<file path="config.mk">
export PLATFORM = sky130hd
export DESIGN_NAME = core_fetch_buffer_flat
export DESIGN_NICKNAME = d
export VERILOG_FILES = /design/src/rtl/core_pkg.sv /design/src/rtl/core_fetch_buffer_if.sv /design/src/rtl/core_sync_fifo.sv /design/src/rtl/core_fetch_buffer.sv /design/src/flat_wrapper.sv
export SDC_FILE = /design/constraint.sdc
export NUM_CORES = 1
export LEC_CHECK = 0
export BUFFER_PORTS_ARGS = -buffer_cell sky130_fd_sc_hd__buf_2
export CORE_ASPECT_RATIO = 0.5
export CORE_UTILIZATION = 28
export DETAILED_ROUTE_END_ITERATION = 8
export PLACE_DENSITY = 0.5
export SYNTH_ARGS = -nofsm -noshare
export SYNTH_HDL_FRONTEND = slang
export SYNTH_SLANG_ARGS = --single-unit
</file>
<file path="constraint.sdc">
create_clock -name i_clk -period 11.7 [get_ports i_clk]
set_input_delay 1.755 -clock i_clk [delete_from_list [all_inputs] [get_ports i_clk]]
set_output_delay 1.755 -clock i_clk [all_outputs]
set_load 0.05 [all_outputs]
</file>
<file path="src/rtl/core_pkg.sv">
// Shared types and constants for the fetch buffer slice.
package core_pkg;

    localparam int XLEN = 64;

    // Canonical RISC-V NOP (addi x0, x0, 0) shown to decode when nothing is buffered.
    localparam logic [31:0] NOP_INSTR = 32'h00000013;

    typedef struct packed {
        logic [31:0]     instr;
        logic [XLEN-1:0] pc;
        logic            illegal;
    } fetch_entry_t;

    // Fetch-side illegal: access fault, misaligned PC, or a compressed encoding (unsupported).
    function automatic logic fetch_illegal(input logic       fault,
                                           input logic [1:0] pc_lo,
                                           input logic [1:0] instr_lo);
        return fault | (pc_lo != 2'b00) | (instr_lo != 2'b11);
    endfunction

endpackage

</file>
<file path="src/rtl/core_fetch_buffer_if.sv">
// Memory-response and decode-side handshake bundle of the fetch buffer.
interface core_fetch_buffer_if;
    import core_pkg::*;

    logic            i_fb_flush;
    logic            i_fb_mem_valid;
    logic [31:0]     i_fb_mem_instr;
    logic [XLEN-1:0] i_fb_mem_pc;
    logic            i_fb_mem_fault;
    logic            i_fb_mem_epoch;
    logic            o_fb_mem_ready;
    logic            o_fb_epoch;
    logic            o_fb_valid;
    logic [31:0]     o_fb_instr;
    logic [XLEN-1:0] o_fb_pc;
    logic            o_fb_if_illegal;
    logic            i_fb_ready;

    // Environment side: drives memory responses, flush and decode ready.
    modport master (
        output i_fb_flush, i_fb_mem_valid, i_fb_mem_instr, i_fb_mem_pc,
               i_fb_mem_fault, i_fb_mem_epoch, i_fb_ready,
        input  o_fb_mem_ready, o_fb_epoch, o_fb_valid, o_fb_instr,
               o_fb_pc, o_fb_if_illegal
    );

    // Buffer side.
    modport slave (
        input  i_fb_flush, i_fb_mem_valid, i_fb_mem_instr, i_fb_mem_pc,
               i_fb_mem_fault, i_fb_mem_epoch, i_fb_ready,
        output o_fb_mem_ready, o_fb_epoch, o_fb_valid, o_fb_instr,
               o_fb_pc, o_fb_if_illegal
    );

endinterface

</file>
<file path="src/rtl/core_sync_fifo.sv">
// Synchronous FIFO with first-word fall-through read, synchronous clear and
// occupancy count. DEPTH must be a power of two (pointers wrap naturally).
module core_sync_fifo #(
    parameter  int WIDTH = 8,
    parameter  int DEPTH = 2,
    localparam int PTR_W = $clog2(DEPTH),
    localparam int CNT_W = $clog2(DEPTH + 1)
) (
    input  logic             clk,
    input  logic             rst_n,
    input  logic             clear,
    input  logic             push,
    input  logic             pop,
    input  logic [WIDTH-1:0] wdata,
    output logic [WIDTH-1:0] rdata,
    output logic             full,
    output logic             empty,
    output logic [CNT_W-1:0] count
);

    localparam logic [PTR_W-1:0] PTR_ONE = PTR_W'(1);
    localparam logic [CNT_W-1:0] CNT_ONE = CNT_W'(1);
    localparam logic [CNT_W-1:0] CNT_MAX = CNT_W'(DEPTH);

    logic [WIDTH-1:0] mem_r [DEPTH];
    logic [PTR_W-1:0] rd_ptr_r;
    logic [PTR_W-1:0] wr_ptr_r;
    logic [CNT_W-1:0] count_r;
    logic [PTR_W-1:0] rd_ptr_nxt_s;
    logic [PTR_W-1:0] wr_ptr_nxt_s;
    logic [CNT_W-1:0] count_nxt_s;
    logic             push_ok_s;
    logic             pop_ok_s;

    assign full      = (count_r == CNT_MAX);
    assign empty     = (count_r == {CNT_W{1'b0}});
    assign count     = count_r;
    assign rdata     = mem_r[rd_ptr_r];
    // A full FIFO refuses a push even when it pops in the same cycle.
    assign push_ok_s = push & ~full & ~clear;
    assign pop_ok_s  = pop & ~empty & ~clear;

    // Next pointer/count values; clear wins over push and pop.
    always_comb begin
        rd_ptr_nxt_s = rd_ptr_r;
        wr_ptr_nxt_s = wr_ptr_r;
        count_nxt_s  = count_r;
        if (clear) begin
            rd_ptr_nxt_s = {PTR_W{1'b0}};
            wr_ptr_nxt_s = {PTR_W{1'b0}};
            count_nxt_s  = {CNT_W{1'b0}};
        end else begin
            if (push_ok_s) begin
                wr_ptr_nxt_s = wr_ptr_r + PTR_ONE;
            end else begin
                wr_ptr_nxt_s = wr_ptr_r;
            end
            if (pop_ok_s) begin
                rd_ptr_nxt_s = rd_ptr_r + PTR_ONE;
            end else begin
                rd_ptr_nxt_s = rd_ptr_r;
            end
            case ({push_ok_s, pop_ok_s})
                2'b10:   count_nxt_s = count_r + CNT_ONE;
                2'b01:   count_nxt_s = count_r - CNT_ONE;
                default: count_nxt_s = count_r;
            endcase
        end
    end

    // Control state: pointers and occupancy.
    always_ff @(posedge clk or negedge rst_n) begin
        if (!rst_n) begin
            rd_ptr_r <= {PTR_W{1'b0}};
            wr_ptr_r <= {PTR_W{1'b0}};
            count_r  <= {CNT_W{1'b0}};
        end else begin
            rd_ptr_r <= rd_ptr_nxt_s;
            wr_ptr_r <= wr_ptr_nxt_s;
            count_r  <= count_nxt_s;
        end
    end

    // Entry storage; contents are only meaningful below count, so no reset.
    always_ff @(posedge clk) begin
        if (push_ok_s) begin
            mem_r[wr_ptr_r] <= wdata;
        end
    end

endmodule

</file>
<file path="src/rtl/core_fetch_buffer.sv">
// Fetch buffer between instruction-memory responses and decode. Tags the
// pipeline with a 1-bit epoch so responses issued before a redirect are dropped.
module core_fetch_buffer
    import core_pkg::*;
#(
    parameter int DEPTH = 2
) (
    input  logic                i_clk,
    input  logic                i_rst_n,
    core_fetch_buffer_if.slave  fb
);

    localparam int CNT_W = $clog2(DEPTH + 1);

    logic             epoch_r;
    logic             accept_s;
    logic             push_s;
    logic             pop_s;
    logic             valid_s;
    logic             full_s;
    logic             fifo_empty_unused_s;
    logic [CNT_W-1:0] count_s;
    fetch_entry_t     wr_entry_s;
    fetch_entry_t     rd_entry_s;

    // Stale responses still complete the handshake but are never stored.
    assign accept_s = fb.i_fb_mem_valid & ~full_s;
    assign push_s   = accept_s & (fb.i_fb_mem_epoch == epoch_r);
    assign valid_s  = (count_s != {CNT_W{1'b0}});
    assign pop_s    = valid_s & fb.i_fb_ready;

    assign wr_entry_s.instr   = fb.i_fb_mem_instr;
    assign wr_entry_s.pc      = fb.i_fb_mem_pc;
    assign wr_entry_s.illegal = fetch_illegal(fb.i_fb_mem_fault, fb.i_fb_mem_pc[1:0],
                                              fb.i_fb_mem_instr[1:0]);

    // Ready comes from registered occupancy only, never from decode ready.
    assign fb.o_fb_mem_ready = ~full_s;
    assign fb.o_fb_epoch     = epoch_r;

    core_sync_fifo #(
        .WIDTH ($bits(fetch_entry_t)),
        .DEPTH (DEPTH)
    ) u_fifo (
        .clk   (i_clk),
        .rst_n (i_rst_n),
        .clear (fb.i_fb_flush),
        .push  (push_s),
        .pop   (pop_s),
        .wdata (wr_entry_s),
        .rdata (rd_entry_s),
        .full  (full_s),
        .empty (fifo_empty_unused_s),
        .count (count_s)
    );

    // Epoch flips on every flush, including back-to-back flushes.
    always_ff @(posedge i_clk or negedge i_rst_n) begin
        if (!i_rst_n) begin
            epoch_r <= 1'b0;
        end else if (fb.i_fb_flush) begin
            epoch_r <= ~epoch_r;
        end else begin
            epoch_r <= epoch_r;
        end
    end

    // Present the head entry, masked to NOP/0/0 when nothing is buffered.
    always_comb begin
        fb.o_fb_valid      = 1'b0;
        fb.o_fb_instr      = NOP_INSTR;
        fb.o_fb_pc         = {XLEN{1'b0}};
        fb.o_fb_if_illegal = 1'b0;
        if (valid_s) begin
            fb.o_fb_valid      = 1'b1;
            fb.o_fb_instr      = rd_entry_s.instr;
            fb.o_fb_pc         = rd_entry_s.pc;
            fb.o_fb_if_illegal = rd_entry_s.illegal;
        end else begin
            fb.o_fb_valid      = 1'b0;
        end
    end

endmodule

</file>
<file path="src/flat_wrapper.sv">
// flat-port wrapper written by rule: the top's interface ports become plain ports
module core_fetch_buffer_flat import core_pkg::*;
#(
    parameter int DEPTH = 2
)
  (i_clk, i_rst_n, fb_i_fb_flush, fb_i_fb_mem_valid, fb_i_fb_mem_instr, fb_i_fb_mem_pc, fb_i_fb_mem_fault, fb_i_fb_mem_epoch, fb_i_fb_ready, fb_o_fb_mem_ready, fb_o_fb_epoch, fb_o_fb_valid, fb_o_fb_instr, fb_o_fb_pc, fb_o_fb_if_illegal);
  core_fetch_buffer_if fb_i ();
  input  logic i_clk;
  input  logic i_rst_n;
  input wire logic [$bits(fb_i.i_fb_flush)-1:0] fb_i_fb_flush;
  input wire logic [$bits(fb_i.i_fb_mem_valid)-1:0] fb_i_fb_mem_valid;
  input wire logic [$bits(fb_i.i_fb_mem_instr)-1:0] fb_i_fb_mem_instr;
  input wire logic [$bits(fb_i.i_fb_mem_pc)-1:0] fb_i_fb_mem_pc;
  input wire logic [$bits(fb_i.i_fb_mem_fault)-1:0] fb_i_fb_mem_fault;
  input wire logic [$bits(fb_i.i_fb_mem_epoch)-1:0] fb_i_fb_mem_epoch;
  input wire logic [$bits(fb_i.i_fb_ready)-1:0] fb_i_fb_ready;
  output wire logic [$bits(fb_i.o_fb_mem_ready)-1:0] fb_o_fb_mem_ready;
  output wire logic [$bits(fb_i.o_fb_epoch)-1:0] fb_o_fb_epoch;
  output wire logic [$bits(fb_i.o_fb_valid)-1:0] fb_o_fb_valid;
  output wire logic [$bits(fb_i.o_fb_instr)-1:0] fb_o_fb_instr;
  output wire logic [$bits(fb_i.o_fb_pc)-1:0] fb_o_fb_pc;
  output wire logic [$bits(fb_i.o_fb_if_illegal)-1:0] fb_o_fb_if_illegal;
  assign fb_i.i_fb_flush = fb_i_fb_flush;
  assign fb_i.i_fb_mem_valid = fb_i_fb_mem_valid;
  assign fb_i.i_fb_mem_instr = fb_i_fb_mem_instr;
  assign fb_i.i_fb_mem_pc = fb_i_fb_mem_pc;
  assign fb_i.i_fb_mem_fault = fb_i_fb_mem_fault;
  assign fb_i.i_fb_mem_epoch = fb_i_fb_mem_epoch;
  assign fb_i.i_fb_ready = fb_i_fb_ready;
  assign fb_o_fb_mem_ready = fb_i.o_fb_mem_ready;
  assign fb_o_fb_epoch = fb_i.o_fb_epoch;
  assign fb_o_fb_valid = fb_i.o_fb_valid;
  assign fb_o_fb_instr = fb_i.o_fb_instr;
  assign fb_o_fb_pc = fb_i.o_fb_pc;
  assign fb_o_fb_if_illegal = fb_i.o_fb_if_illegal;
  core_fetch_buffer #(.DEPTH(DEPTH)) u_core (.i_clk(i_clk), .i_rst_n(i_rst_n), .fb(fb_i));
endmodule
</file>
==> results of run 1 <==
==> flip-flops by register name, indices dropped and copies added, names as in the netlist <==
| signal | cells |
|---|---|
| u_core.u_fifo.mem_r | 194 |
| u_core.u_fifo.rd_ptr_r | 1 |
| u_core.u_fifo.wr_ptr_r | 1 |
| u_core.u_fifo.count | 2 |
| u_core.fb.o_fb_epoch | 1 |
==> cell families (layout without fill, tap and decap cells) <==
group	count (synthesis)	after routing	synth area share
buffers and inverters	25	242	0.0224
XOR/XNOR	4	4	0.00555
AND/OR/NAND/NOR	116	116	0.0628
multiplexers	98	98	0.129
flip-flops	199	199	0.776
AO/OA/AOI/OAI	6	6	0.00457
==> power by group <==
group	total, mW	internal [mW]	switching (mW)
Clock	0.622	0.370	0.253
Sequential	0.888	0.851	0.0365
Combinational	0.601	0.145	0.455
==> final cells by class <==
cell class,count,area (sq um)
fill,2572,17000
sequential,199,5950
multi-input combinational,224,1560
timing repair buffer,208,1060
clock buffer,24,472
tap,352,440
clock inverter,8,149
inverter,2,7.51
==> synth_stat cells (2+ instances only) <==
cell,n
buf_6,3
edfxtp_1,194
nand3_1,3
nand2_1,3
inv_1,2
nor2_1,97
nor3_1,3
mux2i_1,97
nor3b_1,3
o21ai_0,2
a31oi_1,2
xor2_1,3
buf_4,12
dfrtp_1,5
buf_2,8
==> worst max path at each step <==
stage,to,cells after the start,from
finish,fb_o_fb_pc[16],4,u_core.u_fifo.rd_ptr_r$_DFFE_PN0P_
global route,fb_o_fb_instr[4],5,u_core.u_fifo.count[0]$_DFFE_PN0P_
CTS,fb_o_fb_pc[23],4,u_core.u_fifo.rd_ptr_r$_DFFE_PN0P_
detailed placement,fb_o_fb_pc[23],4,u_core.u_fifo.rd_ptr_r$_DFFE_PN0P_
global placement,fb_o_fb_instr[1],5,u_core.u_fifo.count[0]$_DFFE_PN0P_
floorplan,u_core.u_fifo.mem_r[1][0]$_DFFE_PP_,3,fb_i_fb_mem_epoch
==> metrics by stage <==
step           hold WS, ns  setup WS (ns)
3_5_place_dp         0.577           7.34
6_report             0.590           6.96
3_3_place_gp         0.581           7.35
4_1_cts              0.595           6.85
2_1_floorplan        0.617           1.81
5_1_grt              0.633           6.69
==> layer usage <==
metal,routed length [um],track usage,up-vias
met5,0,0,-
met4,276,0.0470,0
met1,6960,0.142,2197
met2,9190,0.221,57
li1,-,-,2067
met3,440,0.0306,18
==> metrics.md, run 1 <==
| Metric | Value |
|---|---|
| DRT iter0 DRCs | 204 |
| FF+latch count, synth | 199 |
| Synth area leader | edfxtp_1 |
| Endpoint, Worst Hold | u_core.fb.o_fb_epoch$_DFFE_PN0P_ |
| IO Count | 203 |
| GP Congestion | 0.710 |
| Power Density | 219 mW/mm^2 |
| Worst R2R Path Depth | 4 |
| Leak Pwr | 3.54 nW |
| Worst slew pin tran | 0.926 ns |
| Max stage delay on crit path | 1.00 ns |
| Commonest non-fill, non-tap cell in the layout | buf_2 |
| H-Tree Level Count | 4 |
| Min Tclk post-route | 4.74 ns |
| Detail-routed via count per cell | 4.27 |
| Critical path class | flip-flop to output port |
| Root Buffer | clkbuf_16 |
| Worst-skew pair later-pin latency | 0.44 ns |
| Post-DR wirelength/cell | 16.6 um |
| # DRC | 0 |
| Final WL | 16,900 um |
| R2R Setup Slk | 9.50 ns |
| Arrival time at the worst endpoint | 2.98 ns |
| Most frequent cells in the layout | buf_2, edfxtp_1, mux2i_1, nor2_1, clkbuf_16 |
| Worst Hold Class | flip-flop to flip-flop |
| Hold_sp | u_core.fb.o_fb_epoch$_DFFE_PN0P_ |
| First-pass iteration count of the detailed router | 4 |
| Layout Area Growth over Synthesis | 25.7% |
| IR drop worst, VDD | 0.0741 mV |
| RSZ-0062 raised after global routing | no |
| Total Neg Setup Slack | 0 ns |
| Outcome | complete, no violations |
| Die H | 119 um |
| Slew Viols, Final | 0 |
| Clock Sinks | 199 |
| Post-route ant nets | 0 |
| I/O Buffers | 202 |
| Vias in the first global route | 4,437 |
| Synth Area per Inst | 17.1 sq um |
| Area share of the largest cell type after synthesis | 0.760 |
| Fin nets | 755 |
| Max_cap viols | 0 |
| Inserted Diodes | 0 |
| Die area | 0.0281 sq mm |
| Cell variety after synth | 26 |
| WHS Path Cells | 1 |
| Placed cell areas | 0.00902 sq mm |
| Ratio of cells with drive above 1 in the final layout | 0.364 |
| Register area share after synthesis | 0.776 |
| Largest net degree at the start of global routing | 64 |
| Buf/Inv on CP | 2 |
| Setup crit end kind | output port |
| Final core occ | 0.362 |
| Longest Clk Path Bufs | 2 |
| Width of the die | 236 um |
| CP Max Fanout | 50 |
| Post-synth EDFFs | 194 |
| CTS tree | yes |
| Post_cts resized | 0 |
| Max_slew headroom | 0.383 |
| Top post-synthesis cells by area | edfxtp_1, mux2i_1, nor2_1 |
| Layout Cells excl Fill | 1,017 |
| Final setup fails | 0 |
| Critical path's top delay family | buffers and inverters |
| Final instance area | 0.00964 sq mm |
| Synth Flop Type | edfxtp_1 |
| Initial antenna violation count | 0 |
| Final hold violation count | 0 |
| Crit path max-delay cell type | dfrtp_4 |
| Clock transition at the registers of the reported paths | 0.07 ns |
| Worst Path Required | 9.95 ns |
| Setup Fix Bufs, Post-CTS | 0 |
| Critical Path, Cell by Cell | buf_4, mux2i_1, nor2_1, buf_2 |
| Fin crit share | 0.405 |
| R2r endpoint | u_core.u_fifo.mem_r[1][70]$_DFFE_PP_ |
| Dpl cells | 985 |
| Row cnt | 42 |
| Core area | 0.0266 sq mm |
| Yosys Warn Count | 0 |
| Hold Buf Count CTS | 0 |
| Fin Clk Skew | 0.0112 ns |
| Peak Freq | 211 MHz |
| Tot Pwr | 2.11 mW |
| Syn Inst Count | 448 |
| R2R Path Start | u_core.fb.o_fb_epoch$_DFFE_PN0P_ |
| Starting density of the core | 0.288 |
| Vias | 4,339 |
| Grt total ovfl | 0 |
| Total CTS buffers | 17 |
| First-pass GRT wire length | 25,700 um |
| Nature of the critical path startpoint | flip-flop |
| Synth async-reset ratio | 0.0251 |
| Global Route Usage Sum | 0.123 |
| Synthesized area | 0.00767 sq mm |
| HPWL Detailed | 10,800 um |
| Syn nets | 551 |
(Power assumes the default switching activity.)
==> run 2: changes to the inputs <==
PLACE_DENSITY = 0.52   (was 0.5)
clock period = 4.3 ns   (was 11.7 ns; I/O delays follow)
==> run 2 against run 1 <==
  * Global-route usage about the same
  * Routed wire length decreased by 1.5%
  * Clock skew decreased by 0.0012 ns
  * Register-to-register slack got worse by 7.4 ns
  * Total power increased to 2.7 times the previous value
  * Critical path depth unchanged
  * Sequential share of layout area decreased by 0.22 points
  * Sequential power increased to 2.7 times the previous value
  * Flip-flop and latch count unchanged
  * Design area increased by 0.36%
  * Critical path type unchanged
==> metrics.md, run 2 (same netlist as run 1, synthesis figures left out) <==
| Metric | Value |
|---|---|
| Critical path class | flip-flop to output port (unchanged) |
| DRT iter0 DRCs | 291 (was 204) |
| Internal power | 3.59 mW (was 1.37 mW) |
| WHS | 0.387 ns (was 0.590 ns) |
| Ratio of cells with drive above 1 in the final layout | 0.370 (was 0.364) |
| Grt total ovfl | 0 (unchanged) |
| Setup Fix Bufs, Post-CTS | 0 (unchanged) |
| HPWL Detailed | 10,900 um (was 10,800 um) |
| Vias in the first global route | 4,537 (was 4,437) |
| Max_cap viols | 0 (unchanged) |
| Outcome | complete, no violations (unchanged) |
| CTS tree | yes (unchanged) |
| Post-route ant nets | 0 (unchanged) |
| CP Max Fanout | 47 (was 50) |
| Final hold violation count | 0 (unchanged) |
| Die area | 0.0281 sq mm (unchanged) |
| Initial antenna violation count | 0 (unchanged) |
| Total CTS buffers | 17 (unchanged) |
| Switching share of power | 0.365 (was 0.353) |
| Longest Clk Path Bufs | 2 (unchanged) |
| Dpl cells | 987 (was 985) |
| Arrival time at the worst endpoint | 2.42 ns (was 2.98 ns) |
| RSZ-0062 raised after global routing | no (unchanged) |
| Root Buffer | clkbuf_16 (unchanged) |
| Power Density | 585 mW/mm^2 (was 219 mW/mm^2) |
| Width of the die | 236 um (unchanged) |
| Largest Register | u_core.u_fifo.mem_r (unchanged) |
| Row cnt | 42 (unchanged) |
| Worst Setup Slack post-DPL | 1.63 ns (was 7.34 ns) |
| Fin crit share | 0.712 |
| IR drop worst, VDD | 0.280 mV (was 0.0741 mV) |
| Worst Hold Class | primary input to flip-flop (was flip-flop to flip-flop) |
| Final setup fails | 0 (unchanged) |
| Peak Freq | 326 MHz |
| Largest net degree at the start of global routing | 98 (was 64) |
| Vias | 4,354 (was 4,339) |
| Global Route Usage Sum | 0.123 (about the same) |
| Core area | 0.0266 sq mm (unchanged) |
| Clock Sinks | 199 (unchanged) |
| Power share of the combinational group | 0.293 (was 0.285) |
| Setup crit end kind | output port (unchanged) |
| Commonest non-fill, non-tap cell in the layout | buf_2 (unchanged) |
| Final WS setup | 1.24 ns (was 6.96 ns) |
| # DRC | 0 (unchanged) |
| Layout Area Growth over Synthesis | 26.2% (was 25.7%) |
| Leak Pwr | 3.55 nW (was 3.54 nW) |
| Critical Path, Cell by Cell | buf_4, mux2i_1, nor2_1, buf_2 (unchanged) |
| Worst slew pin tran | 0.897 ns (was 0.926 ns) |
| First-pass iteration count of the detailed router | 4 (unchanged) |
| Most frequent cells in the layout | buf_2, edfxtp_1, mux2i_1, nor2_1, clkbuf_16 (unchanged) |
| Fin Clk Skew | 0.0100 ns (was 0.0112 ns) |
| Inserted Diodes | 0 (unchanged) |
| IO Count | 203 (unchanged) |
| P_sw | 2.06 mW (was 0.744 mW) |
| Max stage delay on crit path | 1.02 ns (was 1.00 ns) |
| GP Congestion | 0.694 (was 0.710) |
| Starting density of the core | 0.288 (unchanged) |
| Detail-routed via count per cell | 4.27 (about the same) |
| Critical path's top delay family | flip-flops (was buffers and inverters) |
| Max_slew headroom | 0.402 (was 0.383) |
| Worst Path Required | 3.65 ns (was 9.95 ns) |
| Max FFs per register | 194 (unchanged) |
| H-Tree Level Count | 4 (unchanged) |
| Nature of the critical path startpoint | flip-flop (unchanged) |
| Min Tclk post-route | 3.06 ns |
| Die H | 119 um (unchanged) |
| Sequential Power Share | 0.427 (was 0.421) |
| Crit path max-delay cell type | dfrtp_4 (unchanged) |
| Layout Cells excl Fill | 1,020 (was 1,017) |
| Clock transition at the registers of the reported paths | 0.08 ns (was 0.07 ns) |
| Post_cts resized | 0 (unchanged) |
| Slew Viols, Final | 0 (unchanged) |
| Buf/Inv on CP | 2 (unchanged) |
| First-pass GRT wire length | 25,800 um (was 25,700 um) |
| Clk network pwr share | 0.280 (was 0.295) |
| Final WL | 16,600 um (was 16,900 um) |
| I/O Buffers | 202 (unchanged) |
| Worst-skew pair later-pin latency | 0.44 ns (about the same) |
| Total Neg Setup Slack | 0 ns (unchanged) |
| Post-DR wirelength/cell | 16.3 um (was 16.6 um) |
| Fin nets | 758 (was 755) |
==> run 2: cell count changes in the layout (fill, tap and decap cells not counted), moves of 2 or more <==
cell	delta
buf_12	+3
bufinv_16	-2
clkbuf_1	-4
clkbuf_8	-2
clkinv_4	+2
clkinvlp_4	+2
inv_6	+3
==> run 2: routing by layer <==
layer	routed length [um]	share of wire	track usage	vias up
met3	608	0.037	0.0431	9
met1	6740	0.41	0.138	2204
met2	9150	0.55	0.221	64
met4	112	0.0067	0.0319	0
met5	0	0	0	-
li1	-	-	-	2077
==> run 2: stage by stage <==
stage	total power, mW	cell area (sq um)	util
floorplan	3.74	7690	-
global placement	4.13	9080	0.341
detailed placement	4.15	9080	0.341
CTS	5.74	9670	0.363
global route	5.91	9670	0.363
finish	5.66	9670	0.363
==> run 2: power groups by stage <==
stage / registers (mW) / logic, mW / clock network [mW]
floorplan: 2.42 / 1.31 / 0
global placement: 2.46 / 1.68 / 0
detailed placement: 2.46 / 1.69 / 0
CTS: 2.42 / 1.69 / 1.63
global route: 2.43 / 1.76 / 1.71
finish: 2.42 / 1.66 / 1.58
==> run 2: layout make-up <==
| cell class | count | area [sq um] |
|---|---|---|
| clock inverter | 14 | 151 |
| clock buffer | 18 | 429 |
| multi-input combinational | 224 | 1570 |
| tap | 352 | 440 |
| sequential | 199 | 5950 |
| timing repair buffer | 211 | 1120 |
| inverter | 2 | 7.51 |
| fill | 2613 | 17000 |
==> run 2: final timing paths <==
kind / startpoint / cells after the start / slack [ns] / endpoint
max: u_core.u_fifo.rd_ptr_r$_DFFE_PN0P_ / 4 / 1.24 / fb_o_fb_pc[25]
max in group asynchronous: i_rst_n / 2 / 3.58 / u_core.u_fifo.rd_ptr_r$_DFFE_PN0P_
max reg2reg: u_core.fb.o_fb_epoch$_DFFE_PN0P_ / 4 / 2.15 / u_core.u_fifo.mem_r[0][59]$_DFFE_PP_
min in group asynchronous: i_rst_n / 2 / 0.56 / u_core.u_fifo.count[0]$_DFFE_PN0P_
min: fb_i_fb_mem_pc[35] / 1 / 0.39 / u_core.u_fifo.mem_r[1][36]$_DFFE_PP_
min reg2reg: u_core.fb.o_fb_epoch$_DFFE_PN0P_ / 1 / 0.60 / u_core.fb.o_fb_epoch$_DFFE_PN0P_
==> run 2: repair_timing <==
action	CTS	global route
hold buffers	1	0
hold endpoints to repair	5	0
setup endpoints to repair	0	0
==> run 3: changes to the inputs <==
ABC_AREA = 1   (was unset)
PLACE_DENSITY = 0.5   (was 0.52)
clock period = 2.9 ns   (was 4.3 ns; I/O delays follow)
==> run 3 against run 2 <==
  * The flow now finishes with violations (design-rule violations)
  * Clock power grew 59%
  * Synthesized area shrank 1.7%
  * Die area shrank 1.7%
  * Design area shrank 0.39%
  * Critical path depth is the same
  * Highest routed layer unchanged
  * Register-to-register slack lost 1.2 ns
  * Cell count grew 11%
  * Utilization grew 0.15 points
  * Sequential share of layout area grew 0.25 points
  * Routed wire length grew 9.7%
==> metrics.md, run 3 <==
| Metric | Value |
|---|---|
| Outcome | finished, violations left (was complete, no violations) |
| Violated checks | design-rule violations |
| # DRC | 6 (was 0) |
| Fillers | 2,596 (was 2,613) |
| Worst-skew pair later-pin latency | 0.44 ns (about the same) |
| DRT iter0 DRCs | 352 (was 291) |
| Sequential Power Share | 0.340 (was 0.427) |
| Initial antenna violation count | 3 (was 0) |
| Most frequent cells in the layout | nand2_1, buf_2, edfxtp_1, a21oi_1, clkbuf_16 (was buf_2, edfxtp_1, mux2i_1, nor2_1, clkbuf_16) |
| H-Tree Level Count | 4 (unchanged) |
| Cell variety after synth | 20 (was 26) |
| Layout Area Growth over Synthesis | 27.9% (was 26.2%) |
| P_sw | 4.66 mW (was 2.06 mW) |
| Final setup fails | 0 (unchanged) |
| Synth Flop Type | edfxtp_1 (unchanged) |
| Slew Viols, Final | 0 (unchanged) |
| Vias | 4,896 (was 4,354) |
| Internal power | 5.63 mW (was 3.59 mW) |
| Peak Freq | 388 MHz |
| Ratio of cells with drive above 1 in the final layout | 0.330 (was 0.370) |
| Largest Register | u_core.u_fifo.mem_r (unchanged) |
| Clk network pwr share | 0.244 (was 0.280) |
| CP Max Fanout | 20 (was 47) |
| Fin crit share | 0.888 |
| Clock Sinks | 199 (unchanged) |
| Top post-synthesis cells by area | edfxtp_1, nand2_1, a21oi_1 (was edfxtp_1, mux2i_1, nor2_1) |
| Area share of the largest cell type after synthesis | 0.773 (was 0.760) |
| CTS tree | yes (unchanged) |
| Final core occ | 0.365 (was 0.363) |
| Max FFs per register | 194 (unchanged) |
| IO Count | 203 (unchanged) |
| I/O Buffers | 202 (unchanged) |
| Min Tclk post-route | 2.58 ns |
| Max_cap viols | 0 (unchanged) |
| Critical path class | flip-flop to output port (unchanged) |
| Worst Setup Slack post-DPL | 0.743 ns (was 1.63 ns) |
| Critical Path, Cell by Cell | nor2_4, buf_4, a21oi_1, buf_2 (was buf_4, mux2i_1, nor2_1, buf_2) |
| HPWL Detailed | 11,900 um (was 10,900 um) |
| Commonest non-fill, non-tap cell in the layout | nand2_1 (was buf_2) |
| Max_slew headroom | 0.558 (was 0.402) |
| Post-route ant nets | 0 (unchanged) |
| Yosys Warn Count | 0 (unchanged) |
| Crit path max-delay cell type | nor2_4 (was dfrtp_4) |
| Top-count cell post-synth | nand2_1 (was edfxtp_1) |
| Grt total ovfl | 0 (unchanged) |
| Largest net degree at the start of global routing | 82 (was 98) |
| Power Density | 1070 mW/mm^2 (was 585 mW/mm^2) |
| FF+latch count, synth | 199 (unchanged) |
| Final WS setup | 0.324 ns (was 1.24 ns) |
| Syn Inst Count | 565 (was 448) |
| Synth Area per Inst | 13.3 sq um (was 17.1 sq um) |
| IR drop worst, VDD | 0.499 mV (was 0.280 mV) |
| Synth area leader | edfxtp_1 (unchanged) |
| Worst Path Required | 2.47 ns (was 3.65 ns) |
| First-pass iteration count of the detailed router | 6 (was 4) |
| Root Buffer | clkbuf_16 (unchanged) |
| Die area | 0.0276 sq mm (was 0.0281 sq mm) |
| Clock transition at the registers of the reported paths | 0.08 ns (about the same) |
| Longest Clk Path Bufs | 2 (unchanged) |
| Dpl cells | 1,100 (was 987) |
| Nature of the critical path startpoint | flip-flop (unchanged) |
| Detail-routed via count per cell | 4.31 (was 4.27) |
| Leak Pwr | 3.78 nW (was 3.55 nW) |
| Max stage delay on crit path | 0.55 ns (was 1.02 ns) |
| Post-DR wirelength/cell | 16.0 um (was 16.3 um) |
| Worst Hold Class | primary input to flip-flop (unchanged) |
| Final WL | 18,200 um (was 16,600 um) |
| First-pass GRT wire length | 27,500 um (was 25,800 um) |
| Switching share of power | 0.453 (was 0.365) |
| GP Congestion | 0.756 (was 0.694) |
| Core area | 0.0264 sq mm (was 0.0266 sq mm) |
| Row cnt | 42 (unchanged) |
| Width of the die | 234 um (was 236 um) |
| Top cells by count, synth | nand2_1, edfxtp_1, a21oi_1 (was edfxtp_1, mux2i_1, nor2_1) |
| Fin nets | 871 (was 758) |
| Global Route Usage Sum | 0.134 (was 0.123) |
| Syn nets | 668 (was 551) |
| Arrival time at the worst endpoint | 2.14 ns (was 2.42 ns) |
| Synthesized area | 0.00753 sq mm (was 0.00767 sq mm) |
| Post-synth EDFFs | 194 (unchanged) |
| Final hold violation count | 0 (unchanged) |
| Starting density of the core | 0.285 (was 0.288) |
| RSZ-0062 raised after global routing | no (unchanged) |
| Total CTS buffers | 17 (unchanged) |
| Worst slew pin tran | 0.661 ns (was 0.897 ns) |
| Vias in the first global route | 4,845 (was 4,537) |
| Setup crit end kind | output port (unchanged) |
| Fin Clk Skew | 0.0134 ns (was 0.0100 ns) |
| Synth async-reset ratio | 0.0251 (unchanged) |
| Die H | 118 um (was 119 um) |
| Power share of the combinational group | 0.416 (was 0.293) |
| Register area share after synthesis | 0.790 (was 0.776) |
| Layout Cells excl Fill | 1,135 (was 1,020) |
-- run 3: cell count changes in the layout (fill, tap and decap cells not counted), moves of 4 or more --
cell	change
a21oi_1	+95
buf_4	+4
inv_1	+7
inv_8	+4
mux2i_1	-97
nand2_1	+201
nand2_2	+4
nand3_1	+6
nor2_1	-96
-- run 3: routing by layer --
metal | track usage | routed length [um] | up-vias
met4 | 0.0438 | 216 | 0
met3 | 0.0388 | 654 | 14
met2 | 0.241 | 10000 | 64
met1 | 0.152 | 7320 | 2425
li1 | - | - | 2393
met5 | 0 | 0 | -
-- run 3: path summary, 6_finish.rpt --
| check | slack (ns) | to | depth (start not counted) | start |
|---|---|---|---|---|
| hold reg to reg | 0.50 | u_core.fb.o_fb_epoch$_DFFE_PN0P_ | 1 | u_core.fb.o_fb_epoch$_DFFE_PN0P_ |
| hold / removal | 0.18 | u_core.u_fifo.mem_r[1][69]$_DFFE_PP_ | 1 | fb_i_fb_mem_instr[4] |
| min in group asynchronous | 0.36 | u_core.u_fifo.count[0]$_DFFE_PN0P_ | 2 | i_rst_n |
| setup / recovery | 0.32 | fb_o_fb_instr[9] | 4 | u_core.u_fifo.count[1]$_DFFE_PN0P_ |
| max in group asynchronous | 2.38 | u_core.fb.o_fb_epoch$_DFFE_PN0P_ | 2 | i_rst_n |
| setup reg to reg | 0.96 | u_core.u_fifo.mem_r[0][67]$_DFFE_PP_ | 7 | u_core.u_fifo.count[0]$_DFFE_PN0P_ |
-- run 3: cells by family (layout without fill, tap and decap cells) --
kind of cell           Yosys count  after routing  synth area share
AND/OR/NAND/NOR                224            224             0.118
other                            0              2                 0
XOR/XNOR                         2              2           0.00233
flip-flops                     199            199             0.790
AO/OA/AOI/OAI                   97             97            0.0649
buffers and inverters           43            259            0.0252
-- run 3: cell type report --
class / instances / area (sq um) / area share
Multi-Input combinational cell: 323 / 1410 / 0.146
Antenna cell: 2 / 5.00 / 0.000519
Timing Repair Buffer: 215 / 1150 / 0.119
Tap cell: 352 / 440 / 0.0457
Sequential cell: 199 / 5960 / 0.618
Inverter: 12 / 50.0 / 0.00519
Clock inverter: 15 / 206 / 0.0214
Clock buffer: 17 / 425 / 0.0441
-- run 3: repair_timing --
item | 4_1_cts | 5_1_grt
resized for setup | 0 | 0
hold buffers | 1 | 0
buffers inserted | 0 | 0
hold endpoints to repair | 5 | 0
-- run 3: stage by stage --
step / power [mW] / hold WS, ns / setup TNS, ns / instance area, sq um
after floorplan: 6.77 / 0.139 / -66.44 / 7550
after global placement: 7.90 / 0.282 / 0 / 8990
after detailed placement: 7.91 / 0.272 / 0 / 8990
after CTS: 10.4 / 0.154 / 0 / 9630
after global routing: 10.8 / 0.149 / 0 / 9630
final: 10.3 / 0.183 / 0 / 9640
-- run 3: worst max-delay path, delay by kind of cell (launching register included) --
family	cells	cell delay (ns)
and+or+nand+nor	1	0.55
buffers and inverters	2	0.59
AOI/OAI and AO/OA	1	0.09
DFF	1	0.47
-- run 3: power groups by stage --
stage	logic [mW]	clock network (mW)	registers, mW
2_1_floorplan	3.22	0	3.56
3_3_place_gp	4.34	0	3.56
3_5_place_dp	4.34	0	3.56
4_1_cts	4.35	2.59	3.50
5_1_grt	4.54	2.70	3.52
6_report	4.28	2.51	3.50
